--- src/rtl/pc_rx_packet_decoder.sv ---
// UART RX byte stream to command packet decoder: sync hunt, length-driven word assembly,
// inter-byte timeout. Define PKT_CHECKSUM_EN to expect and verify a trailing XOR checksum byte.
module pc_rx_packet_decoder #(
    parameter logic [7:0]  SYNC_BYTE      = 8'hA5,
    parameter logic [23:0] TIMEOUT_CYCLES = 24'd1_000_000
) (
    input  logic        i_clock,
    input  logic        i_reset_n,
    input  logic [7:0]  i_rx_byte,
    input  logic        i_rx_byte_valid,
    input  logic        i_fifo_full,
    output logic [31:0] o_fifo_write_word,
    output logic        o_fifo_write_cmd,
    output logic [1:0]  o_packet_command,
    output logic        o_packet_start_decode,
    output logic        o_packet_fully_decoded,
    output logic        o_cmd_error,
    output logic        o_checksum_error,
    output logic        o_timeout_error,
    output logic        o_overflow_error
);
    localparam logic [2:0] ST_IDLE    = 3'd0;
    localparam logic [2:0] ST_CMD     = 3'd1;
    localparam logic [2:0] ST_LEN     = 3'd2;
    localparam logic [2:0] ST_PAYLOAD = 3'd3;
    localparam logic [2:0] ST_CSUM    = 3'd4;

    logic [2:0]  state;
    logic [7:0]  word_cnt;
    logic [1:0]  byte_idx;
    logic [31:0] word_reg;
    logic [23:0] tmo_cnt;
    logic        tmo_hit;
`ifdef PKT_CHECKSUM_EN
    logic [7:0]  csum;
`else
    assign o_checksum_error = 1'b0;
`endif

    assign o_fifo_write_word = word_reg;
    // A byte landing in the expiry cycle takes priority over the timeout.
    assign tmo_hit = (state != ST_IDLE) && !i_rx_byte_valid &&
                     (tmo_cnt == TIMEOUT_CYCLES - 24'd1);

    always_ff @(posedge i_clock or negedge i_reset_n) begin
        if (!i_reset_n) begin
            state                  <= ST_IDLE;
            word_cnt               <= '0;
            byte_idx               <= '0;
            word_reg               <= '0;
            tmo_cnt                <= '0;
            o_fifo_write_cmd       <= 1'b0;
            o_packet_command       <= 2'h1;
            o_packet_start_decode  <= 1'b0;
            o_packet_fully_decoded <= 1'b0;
            o_cmd_error            <= 1'b0;
            o_timeout_error        <= 1'b0;
            o_overflow_error       <= 1'b0;
`ifdef PKT_CHECKSUM_EN
            csum                   <= '0;
            o_checksum_error       <= 1'b0;
`endif
        end else begin
            o_fifo_write_cmd       <= 1'b0;
            o_packet_start_decode  <= 1'b0;
            o_packet_fully_decoded <= 1'b0;
            o_cmd_error            <= 1'b0;
            o_timeout_error        <= 1'b0;
            o_overflow_error       <= 1'b0;
`ifdef PKT_CHECKSUM_EN
            o_checksum_error       <= 1'b0;
`endif
            if (state == ST_IDLE || i_rx_byte_valid)
                tmo_cnt <= '0;
            else
                tmo_cnt <= tmo_cnt + 24'd1;

            if (tmo_hit) begin
                o_timeout_error <= 1'b1;
                state           <= ST_IDLE;
            end else if (i_rx_byte_valid) begin
                case (state)
                    ST_IDLE: begin
                        if (i_rx_byte == SYNC_BYTE)
                            state <= ST_CMD;
                    end
                    ST_CMD: begin
                        if (i_rx_byte[1:0] == 2'd0) begin
                            o_cmd_error <= 1'b1;
                            state       <= ST_IDLE;
                        end else begin
                            o_packet_command      <= i_rx_byte[1:0];
                            o_packet_start_decode <= 1'b1;
                            state                 <= ST_LEN;
                        end
`ifdef PKT_CHECKSUM_EN
                        csum <= i_rx_byte;
`endif
                    end
                    ST_LEN: begin
                        word_cnt <= i_rx_byte;
                        byte_idx <= '0;
`ifdef PKT_CHECKSUM_EN
                        csum <= csum ^ i_rx_byte;
                        state <= (i_rx_byte == 8'd0) ? ST_CSUM : ST_PAYLOAD;
`else
                        if (i_rx_byte == 8'd0) begin
                            o_packet_fully_decoded <= 1'b1;
                            state                  <= ST_IDLE;
                        end else begin
                            state <= ST_PAYLOAD;
                        end
`endif
                    end
                    ST_PAYLOAD: begin
                        word_reg <= {word_reg[23:0], i_rx_byte};
                        byte_idx <= byte_idx + 2'd1;
`ifdef PKT_CHECKSUM_EN
                        csum <= csum ^ i_rx_byte;
`endif
                        if (byte_idx == 2'd3) begin
                            if (i_fifo_full)
                                o_overflow_error <= 1'b1;
                            else
                                o_fifo_write_cmd <= 1'b1;
                            word_cnt <= word_cnt - 8'd1;
                            if (word_cnt == 8'd1) begin
`ifdef PKT_CHECKSUM_EN
                                state <= ST_CSUM;
`else
                                o_packet_fully_decoded <= 1'b1;
                                state                  <= ST_IDLE;
`endif
                            end
                        end
                    end
`ifdef PKT_CHECKSUM_EN
                    ST_CSUM: begin
                        if (i_rx_byte == csum)
                            o_packet_fully_decoded <= 1'b1;
                        else
                            o_checksum_error <= 1'b1;
                        state <= ST_IDLE;
                    end
`endif
                    default: state <= ST_IDLE;
                endcase
            end
        end
    end
endmodule
--- config.mk ---
export PLATFORM = sky130hd
export DESIGN_NAME = pc_rx_packet_decoder
export DESIGN_NICKNAME = d
export VERILOG_FILES = /design/src/rtl/pc_rx_packet_decoder.sv
export SDC_FILE = /design/constraint.sdc
export NUM_CORES = 1
export LEC_CHECK = 0
export ABC_AREA = 0
export BUFFER_PORTS_ARGS = -buffer_cell sky130_fd_sc_hd__buf_2
export CAP_MARGIN = 25
export CORE_AREA = 2 2 80 158
export CTS_CLUSTER_DIAMETER = 60
export DETAILED_ROUTE_END_ITERATION = 6
export DIE_AREA = 0 0 82 160
export SYNTH_ARGS = -nofsm -noshare
export SYNTH_HDL_FRONTEND = slang
export SYNTH_SLANG_ARGS = --single-unit
--- constraint.sdc ---
create_clock -name i_clock -period 1.75 [get_ports i_clock]
set_input_delay 0.175 -clock i_clock [delete_from_list [all_inputs] [get_ports i_clock]]
set_output_delay 0.175 -clock i_clock [all_outputs]
set_load 0.02 [all_outputs]
# Word level (Yosys, flattened, before mapping)

Index checks and enable logic that the tools add are counted.

Input port bits: 12
Word-level logic and storage cells: 80
Register bits after elaboration: 77
Output and inout port bits: 41

Multiplexer cells: 37
Bitwise gates (word level): 2
Equal/unequal tests: 11
Add/sub/neg operators: 3
Reductions and logical operators: 15

Operators by type and width:

| operator                | number |
|---|---|
| $add A24 B1 Y24 const B | 1 |
| $eq A24 B20 Y1 const B  | 1 |
| $mux W1                 | 24 |
| $mux W24                | 1 |
| $pmux W8 S2             | 1 |
| $mux W3                 | 5 |
| $pmux W3 S4             | 1 |
| $reduce_and A4 Y1       | 3 |
| $eq A8 B1 Y1 const B    | 1 |
| $eq A8 B8 Y1 const B    | 1 |
| $logic_not A8 Y1        | 1 |
| $mux W8                 | 1 |
| $sub A8 B1 Y8 const B   | 1 |
| $eq A3 B2 Y1 const B    | 2 |
| $ne A3 B3 Y1 const B    | 2 |
| $reduce_and A3 Y1       | 2 |
| $mux W2                 | 2 |
| $pmux W2 S2             | 1 |
| $reduce_bool A2 Y1      | 2 |
| $eq A3 B1 Y1 const B    | 1 |
| $logic_not A3 Y1        | 1 |
| $ne A3 B2 Y1 const B    | 1 |
| $reduce_bool A3 Y1      | 1 |
| $add A2 B1 Y2 const B   | 1 |
| other kinds (8)         | 10 |

# Longest topological paths before layout

Depth after elaboration: 6
Depth in mapped cells: 6
Depth with buffers taken out: 6

# Least setup slack after synthesis

No wires, ideal clock.

Kind: register to register
From: register tmo_cnt[0]
To: register tmo_cnt[16]
Setup time: 78 ps
Data arrival time: 1,720 ps
Cell stages (with the launch flop): 6
Setup slack: -48 ps
Buffers on the path: 0
Period minus slack after synthesis: 1,798 ps
Required time: 1,672 ps
Cells stage by stage: dfrtp_1 > ha_1 > nand3_2 > or4_4 > or3_1 > a21oi_1

Cells in the longest elaborated chain, start to end: 2

RTL lines:

| item                     | RTL line | RTL |
|---|---|---|
| start: declaration       | 32       | `logic [23:0] tmo_cnt;` |
| start signal: assignment | 76       | `tmo_cnt <= tmo_cnt + 24'd1;` |
| $add A24 B1 Y24          | 76       |  |
| $mux W24                 | 73       | `if (state == ST_IDLE \|\| i_rx_byte_valid)` |

Every way passes these cells.
A chain may end at the register's enable or synchronous reset.

# Final worst setup path

From: register tmo_cnt[1]
To: register tmo_cnt[20]

The elaborated chain is that of the path after synthesis.

==> metrics <==
post-detailed-route count of antenna-violating nets=0; Die Area=approximately 0.013 mm^2; CTS Buffer Depth=2; largest net degree at the start of global routing=between 40 and 50; Layout Cells excl Fill=550; Crit path buffers/inverters=0; Antenna diodes=0; WL met3=about 340 um; critical path type=flip-flop to flip-flop; switching part of the total power=0.347; Post-synth ARST share=1.00; Met1 Routed Length=3.59 mm; Mapped Cells=around 320; row count=57; Synth Register Bits=76; startpoint types=flip-flop; clock-pin slew on the worst setup and hold paths=roughly 60 ps; Leakage=1.98 nW; fin crit share=0.982; crit-path max cell delay=between 500 and 600 ps; Hold WS=roughly 18 ps; register share of total power=0.378; Core ar.=between 0.01 and 0.015 mm^2; slowest CP cell=or4_4; pwr/cell area=roughly 1600 mW/mm^2; die span in x=82 um; WL per Instance=~14 um; grt total ovfl=0; Syn Area/Cell=11.0 um^2; multi-input logic area=0.00150 mm^2; DRC viols=0; Post-synth EDFFs=0; CTS Buf Count=9; I/O Buffers=51; Synth warnings=0; Post-DP HPWL=5.35 mm; first-pass GRT wire length=12.5 mm; FF/Latch Area=between 0.0015 and 0.002 mm^2; internal power=4.64 mW; number of nets in the layout=~420; worst path cell trace=ha_4, nand3_4, or4_4, or3_1, a21oi_1; DR WL met2=around 3.4 mm; post-layout min period=1720 ps; Sink Count=76; CTS tree=yes; Root Buffer=clkbuf_16; clock share of power=0.266; Crit path arrival time=~2000 ps; First-pass DRT Iterations=4; starting DRC count in detailed routing=approximately 130; Netlist Area Pre-Place=approximately 0.0035 mm^2; Primary FF master, synth=dfrtp_1; post-synthesis sequential area ratio=0.548; cell family with most CP delay=simple AND/OR/NAND/NOR gates; combinational share of power=0.356; Vias/cell=4.86; Final Skew=approximately 4.8 ps; # fillers=1197; maximum vdd drop=~840 uV; Starting Density=0.290; via count=approximately 2700; final hold viol count=0; status=finished clean; share of cells above drive strength 1=0.352; max frequency=a little under 0.6 GHz; RSZ-0062 raised after global routing=true; initial antenna violation count=0; max_cap viols=0; Die Y=between 150 and 200 um; Worst Setup End Kind=flip-flop; syn nets=between 300 and 400; crit path max fanout=6; drt total wl=between 7 and 8 mm; setup violators final=0; Required @ worst endpoint=2010 ps; routability cong.=0.803; synth unique cells=52; switching power=2.47 mW; top sig layer=met4; Clock Latency Late Sink=between 300 and 400 ps; final core area utilization=0.374; Total Routing Usage GR=0.122; setup TNS=0 ps; maximum level of the CTS H-tree=3; vias in the first global route=~2600; I/O Pins=53; Placed Cells=between 500 and 600; HP Class=primary input to flip-flop; Slew Viols, Final=0; total power=around 7 mW; synthesis-to-finish area growth=28.9%
cells by family (layout without fill, tap and decap cells):
group | count (synthesis) | after routing | share of synthesized area
compound gates | 52 | 52 | 0.0915
mux | 34 | 34 | 0.110
flops | 76 | 76 | 0.548
xor+xnor | 11 | 11 | 0.0277
fa+ha+maj | 4 | 4 | 0.0144
simple gates | 115 | 115 | 0.180
other cells | 1 | 1 | 0.00108
buf+inv | 24 | 110 | 0.0277
final cells by class:
class                      instances  area share
clock buffer                      14      0.0612
clock inverter                     1     0.00671
inverter                          13      0.0109
multi-input combinational        217       0.336
sequential                        76       0.426
tap                              147      0.0411
timing repair buffer              82       0.118
worst register-to-register path, delay by kind of cell (launching register included):
family / cells / cell delay [ps]
AND/OR/NAND/NOR: 3 / 940
flip-flops: 1 / 400
adder cells (fa/ha/maj): 1 / 160
AO/OA/AOI/OAI: 1 / 150
final timing paths:
| kind | from | slack (ps) | end | cells past startpoint |
|---|---|---|---|---|
| worst min register to register | o_packet_command[0]$_DFFE_PN1P_ | 460 | o_packet_command[0]$_DFFE_PN1P_ | 2 |
| worst min-delay path | i_fifo_full | 20 | o_fifo_write_cmd$_DFF_PN0_ | 2 |
| max in group asynchronous | i_reset_n | 830 | tmo_cnt[16]$_DFF_PN0_ | 3 |
| worst max register to register | tmo_cnt[1]$_DFF_PN0_ | 30 | tmo_cnt[20]$_DFF_PN0_ | 5 |
| min in group asynchronous | i_reset_n | 340 | o_packet_fully_decoded$_DFF_PN0_ | 2 |
| worst max-delay path | tmo_cnt[1]$_DFF_PN0_ | 30 | tmo_cnt[20]$_DFF_PN0_ | 5 |
routing by layer:
metal,up-vias,global-route usage
met4,0,0.0462
li1,1304,-
met2,56,0.182
met1,1303,0.168
met5,-,0
met3,11,0.0311
stage by stage:
stage | worst slack [ps] | cell area [um^2]
2_1_floorplan | 19.6 | 3490
3_3_place_gp | 23.0 | 4120
3_5_place_dp | -30.3 | 4120
4_1_cts | 11.5 | 4450
5_1_grt | -43.6 | 4480
6_report | 31.8 | 4480
cell usage after synthesis (all sizes together), types with 2 or more instances:
cell	count	area share
a21oi	17	0.024
a2bb2oi	2	0.0050
a31o	2	0.0050
a31oi	2	0.0036
and4	2	0.0050
and4b	2	0.0058
buf	4	0.0061
clkbuf	7	0.0076
dfrtp	75	0.54
ha	4	0.014
inv	13	0.014
mux2	33	0.11
nand2	24	0.026
nand3	12	0.020
nand3b	2	0.0043
nand4	7	0.017
nor2	27	0.029
nor3	11	0.016
nor4	9	0.016
o21ai	16	0.023
o22ai	2	0.0036
or3	9	0.017
or4	3	0.0086
xnor2	7	0.018
xor2	4	0.010
power groups by stage:
stage	registers, mW	clock network [mW]	logic (mW)
CTS	2.70	1.94	2.57
finish	2.69	1.89	2.53
global route	2.77	2.01	2.78
global placement	2.70	0	2.51
detailed placement	2.73	0	2.56
floorplan	3.13	0	1.24
repair_timing:
item,CTS,global route
hold buffers,1,0
setup buffers,2,2
endpoints found under the hold margin,33,0
setup endpoints to repair,3,6
resized for setup,0,5
cloned,0,0
pin swaps,2,5
cells in the final DEF, fill, tap and decap left out, types with 2 or more instances in the layout:
cell / netlist / routed
dfrtp_1: 75 / 72
nand4_1: 6 / 6
xor2_1: 4 / 4
a31oi_1: 2 / 2
a31o_2: 2 / 2
nand3b_1: 2 / 2
nand3_1: 10 / 10
or3_1: 8 / 7
nor3_1: 11 / 11
ha_1: 4 / 3
inv_1: 13 / 13
clkbuf_8: 0 / 3
nand2_1: 24 / 24
a21oi_1: 17 / 16
o21ai_0: 16 / 16
o22ai_1: 2 / 2
buf_4: 1 / 28
nor4_1: 9 / 9
buf_2: 2 / 50
buf_12: 0 / 3
or4_4: 2 / 2
and4b_1: 2 / 2
mux2_2: 33 / 33
xnor2_1: 7 / 7
a2bb2oi_1: 2 / 2
dfrtp_2: 0 / 3
and4_1: 2 / 2
nor2_1: 27 / 27
clkbuf_1: 7 / 2
clkbuf_16: 0 / 9
registers in the layout, indices dropped and copies added (netlist names):
register	cells
o_fifo_write_word	32
tmo_cnt	24
word_cnt	8
byte_idx	2
o_packet_command	2
state	2
o_cmd_error	1
o_fifo_write_cmd	1
o_overflow_error	1
o_packet_fully_decoded	1
o_packet_start_decode	1
o_timeout_error	1
No activity file was read; power rests on OpenSTA's default activity.
